### config.mk
export PLATFORM = sky130hd
export DESIGN_NAME = universal_shift_register
export DESIGN_NICKNAME = d
export VERILOG_FILES = /design/src/rtl/universal_shift_register_pkg.sv /design/src/rtl/usr_bit_cell.sv /design/src/rtl/universal_shift_register.sv
export SDC_FILE = /design/constraint.sdc
export NUM_CORES = 1
export LEC_CHECK = 0
export ABC_AREA = 0
export BUFFER_PORTS_ARGS = -buffer_cell sky130_fd_sc_hd__buf_2
export CAP_MARGIN = 5
export CORE_ASPECT_RATIO = 1.2
export CORE_UTILIZATION = 30
export CTS_CLUSTER_SIZE = 12
export DETAILED_ROUTE_END_ITERATION = 12
export HOLD_SLACK_MARGIN = 0.12
export PLACE_DENSITY = 0.63
export SLEW_MARGIN = 20
export SYNTH_ARGS = -nofsm -noshare
export SYNTH_HDL_FRONTEND = slang
export SYNTH_SLANG_ARGS = --single-unit
### constraint.sdc
create_clock -name clock -period 1.8 [get_ports clock]
set_clock_uncertainty 0.05 [all_clocks]
set_input_delay 0.36 -clock clock [delete_from_list [all_inputs] [get_ports clock]]
set_output_delay 0.36 -clock clock [all_outputs]
set_load 0.02 [all_outputs]
### src/rtl/universal_shift_register_pkg.sv
// Shared constants for the universal shift register: mode codes, burst
// directions and FSM state encoding.
package universal_shift_register_pkg;

  localparam logic [1:0] MODE_HOLD = 2'b00;
  localparam logic [1:0] MODE_SHR  = 2'b01;
  localparam logic [1:0] MODE_SHL  = 2'b10;
  localparam logic [1:0] MODE_LOAD = 2'b11;

  localparam logic DIR_RIGHT = 1'b0;
  localparam logic DIR_LEFT  = 1'b1;

  typedef enum logic {
    ST_IDLE  = 1'b0,
    ST_SHIFT = 1'b1
  } state_t;

endpackage

### src/rtl/usr_bit_cell.sv
// One register bit: 4:1 mux (hold / upper neighbour / lower neighbour / load)
// into a DFF; 1-cycle latency, no backpressure.
module usr_bit_cell
  import universal_shift_register_pkg::*;
(
  input  logic       clock,
  input  logic       reset,
  input  logic [1:0] sel,
  input  logic       upper,
  input  logic       lower,
  input  logic       load,
  output logic       q
);

  // A right shift pulls from the more significant neighbour, a left shift
  // from the less significant one.
  always_ff @(posedge clock or posedge reset) begin
    if (reset) begin
      q <= 1'b0;
    end else begin
      unique case (sel)
        MODE_SHR:  q <= upper;
        MODE_SHL:  q <= lower;
        MODE_LOAD: q <= load;
        default:   q <= q;
      endcase
    end
  end

endmodule

### src/rtl/universal_shift_register.sv
// WIDTH-bit hold/shift/load register with a self-timed N-position burst shifter.
// Mode actions take effect on the next edge; inputs are ignored while busy.
module universal_shift_register
  import universal_shift_register_pkg::*;
#(
  parameter int WIDTH = 4,
  parameter int CNT_W = $clog2(WIDTH + 1)
) (
  input  logic             clock,
  input  logic             reset,
  input  logic [1:0]       mode,
  input  logic [WIDTH-1:0] data,
  input  logic             serial_in_right,
  input  logic             serial_in_left,
  input  logic             start,
  input  logic             burst_dir,
  input  logic [CNT_W-1:0] burst_len,
  output logic [WIDTH-1:0] dataout,
  output logic             serial_out_right,
  output logic             serial_out_left,
  output logic             busy,
  output logic             done
);

  state_t           state;
  logic [CNT_W-1:0] cnt;
  logic             dir;
  logic [1:0]       sel;
  logic [WIDTH-1:0] q;
  logic [CNT_W-1:0] eff_len;

  assign eff_len = (burst_len > CNT_W'(WIDTH)) ? CNT_W'(WIDTH) : burst_len;

  // A start request wins over mode and holds the register for that edge.
  always_comb begin
    sel = MODE_HOLD;
    if (state == ST_SHIFT) begin
      sel = (dir == DIR_LEFT) ? MODE_SHL : MODE_SHR;
    end else if (!start) begin
      sel = mode;
    end
  end

  always_ff @(posedge clock or posedge reset) begin
    if (reset) begin
      state <= ST_IDLE;
      cnt   <= '0;
      dir   <= DIR_RIGHT;
      busy  <= 1'b0;
      done  <= 1'b0;
    end else begin
      done <= 1'b0;
      unique case (state)
        ST_IDLE: begin
          if (start) begin
            if (burst_len == '0) begin
              done <= 1'b1;
            end else begin
              cnt   <= eff_len;
              dir   <= burst_dir;
              busy  <= 1'b1;
              state <= ST_SHIFT;
            end
          end
        end
        ST_SHIFT: begin
          cnt <= cnt - 1'b1;
          if (cnt == CNT_W'(1)) begin
            busy  <= 1'b0;
            done  <= 1'b1;
            state <= ST_IDLE;
          end
        end
        default: state <= ST_IDLE;
      endcase
    end
  end

  for (genvar i = 0; i < WIDTH; i++) begin : g_cell
    logic upper;
    logic lower;
    if (i == WIDTH - 1) begin : g_top
      assign upper = serial_in_right;
    end else begin : g_mid_hi
      assign upper = q[i+1];
    end
    if (i == 0) begin : g_bot
      assign lower = serial_in_left;
    end else begin : g_mid_lo
      assign lower = q[i-1];
    end
    usr_bit_cell u_cell (
      .clock (clock),
      .reset (reset),
      .sel   (sel),
      .upper (upper),
      .lower (lower),
      .load  (data[i]),
      .q     (q[i])
    );
  end

  assign dataout          = q;
  assign serial_out_right = q[0];
  assign serial_out_left  = q[WIDTH-1];

endmodule

==> impl_metrics.toml <==
[grt]
grt_pass1_vias = 566
grt_max_degree = 12
grtUsageTotal = 0.122
overflow = 0
grt_pass1_wl_um = 2290
antenna_found_initial = 0

[logic_synthesis]
synthArstFlopShare = 1.00
synthSimpleGateAreaFrac = 0.182
synthFlopType = "dfrtp_1"
synth_enable_flop_cells = 0
yosysMostFrequentCell = "dfrtp_1"
synth_top_family_by_area = "compound AO/OA/AOI/OAI gates"
synth.distinct_cells = 27
avgSynthCellArea_um2 = 8.87
synth_compound_area_frac = 0.247
synth_warnings = 0
synth_top_area_cell = "dfrtp_1"
syn_area_um2 = 709
synth_fa_ha_area_frac = 0.0353
synth_xor_area_frac = 0.0123
ys_ff_latch = 11
muxShareOfSynthArea = 0.0212
synth_top_area_share = 0.388
synth_nets = 97
ys_seq_area_frac = 0.388
ys_top_cells_by_area = "dfrtp_1 (39%), o21ai_0 (6.3%), buf_4 (5.3%)"
synthTopCellsByCount = "dfrtp_1 (11), inv_1 (9), o21ai_0 (9)"
synthCells = 80

[floorplan]
start_util = 0.332
ios = 23
die-area_um2 = 2560
core_um2 = 2140
rows = 18
die_w_um = 46.4
fp.dieH_um = 55.3

[clocking]
numCtsBuffers = 3
clkTransAtPathRegs_ns = 0.07
cts_tree = "done"
root_buffer = "clkbuf_4"
clock-sinks = 11
postCtsSetupBuffers = 0
holdBufCountCts = 1
cts_buffer_depth = 2
cts.repair.resized = 0
insertion_delay_ns = 0.27
h-tree-depth = 1

[placement]
portBuffers = 22
dp_hpwl_um = 1110
gp_congestion = 0.761

[detailed_routing]
final_antenna_net_count = 0
drtPass1Iterations = 4
viasPerCell = 4.63
via_count = 607
routed_wl_um = 1400
post-route-drc-count = 0
first_iter_violations = 6
routedWlPerCell_um = 10.7

[sta]
min_period_ns = 1.49
worst_pin_slew_ns = 0.435
relSlewSlack = 0.710
setup_tns_ns = 0
period_share = 0.830
maxSlewViolCount = 0
finalHoldViolations = 0
setup_viol = 0
rsz0062_at_grt = "false"
fmax_mhz = 669

[setup_path]
critPathArrivalTime_ns = 1.63
cp-start-kind = "flip-flop"
setup.worst_path.class = "flip-flop to flip-flop"
crit_path_max_fanout = 10
end_kind = "flip-flop"
reg2reg_slack_ns = 0.31
critical_path_required_ns = 1.94

[power]
leakage_nw = 0.423
cellPowerDensity_nw_per_um2 = 1550
irDropWorstVdd_mv = 0.923

[job]
maxCapViolations = 0

[final_layout]
layout-drive-gt1-share = 0.347
antenna_cells = 0
area_delta_synth_final_pct = 20.5
final_core_util = 0.399
final_nets = 119

[run_status]
status = "finished clean"

[min_path]
hold_class = "input port to flip-flop"
==> sequential cells by signal (all words and copies together), names as in the netlist <==
signal / count
done: 1
dir: 1
cnt: 3
busy: 1
g_cell.u_cell.q: 4
state: 1
==> where the power goes <==
group | switching, mW | internal [mW]
Combinational | 0.363 | 0.308
Clock | 0.0878 | 0.0823
Sequential | 0.111 | 0.371
Total | 0.561 | 0.761
==> final cells by class <==
class                      instances  area [um^2]
multi-input combinational         53          353
clock inverter                     1         5.00
tap                               30         37.5
clock buffer                       3         22.5
inverter                           9         33.8
timing repair buffer              24          128
fill                             222         1280
sequential                        11          275
==> per-layer routing <==
metal  share of wire  global-route usage  vias to the layer above
met1            0.48               0.155                      269
met2            0.45               0.183                       22
met5               0                   0                        -
li1                -                   -                      314
met3           0.066              0.0588                        2
met4          0.0050              0.0252                        0
==> worst max-delay path, stage by stage, from the launching register on <==
cell	delay, ns
dfrtp_1	0.47
buf_4	0.20
nor2b_2	0.19
a22o_1	0.23
a22oi_1	0.11
a22oi_1	0.17
==> placed cells by master (no fill, tap or decap) <==
| cell type | netlist | final |
|---|---|---|
| o21ai_0 | 9 | 9 |
| nand2_1 | 7 | 7 |
| buf_2 | 1 | 22 |
| a21o_2 | 2 | 2 |
| nand2b_1 | 1 | 1 |
| clkinv_2 | 0 | 1 |
| nand3_1 | 1 | 1 |
| a32oi_1 | 3 | 3 |
| buf_4 | 5 | 1 |
| nor2b_2 | 1 | 1 |
| clkbuf_4 | 0 | 3 |
| dlygate4sd3_1 | 0 | 1 |
| a22oi_1 | 3 | 3 |
| nand3b_1 | 2 | 2 |
| and2b_2 | 1 | 1 |
| a22o_1 | 1 | 1 |
| xnor2_1 | 1 | 1 |
| dfrtp_1 | 11 | 11 |
| a221oi_1 | 2 | 2 |
| and3_1 | 1 | 1 |
| or3_4 | 1 | 1 |
| a21o_1 | 1 | 1 |
| ha_1 | 2 | 2 |
| or2b_2 | 1 | 1 |
| nor2b_4 | 1 | 1 |
| inv_1 | 9 | 9 |
| mux2_4 | 1 | 1 |
| a21oi_1 | 6 | 6 |
| nor2_1 | 5 | 5 |
==> metrics by stage <==
stage	power [mW]	cells	setup slack, ns	hold slack, ns	cell area (um^2)
4_1_cts	1.34	131	0.286	0.268	855
5_1_grt	1.46	131	0.147	0.262	855
3_5_place_dp	1.17	126	0.295	0.337	817
3_3_place_gp	1.16	126	0.326	0.327	817
6_report	1.32	131	0.306	0.271	855
2_1_floorplan	1.04	80	0.397	0.162	709
==> path summary, 6_finish.rpt <==
kind,end,start,depth (start not counted)
worst max-delay path,g_cell[3].u_cell.q,state,5
worst max register to register,g_cell[3].u_cell.q,state,5
min in group asynchronous,done,reset,3
worst min-delay path,dir,burst_dir,2
max in group asynchronous,g_cell[2].u_cell.q,reset,3
worst min register to register,busy,busy,1
==> logic make-up after synthesis <==
family / after synthesis
AOI/OAI and AO/OA: 27
xor gates and xnor gates: 1
adders and majority gates: 2
buffers and inverters: 16
DFF: 11
muxes: 1
and+or+nand+nor: 22
No activity file was read; power rests on OpenSTA's default activity.
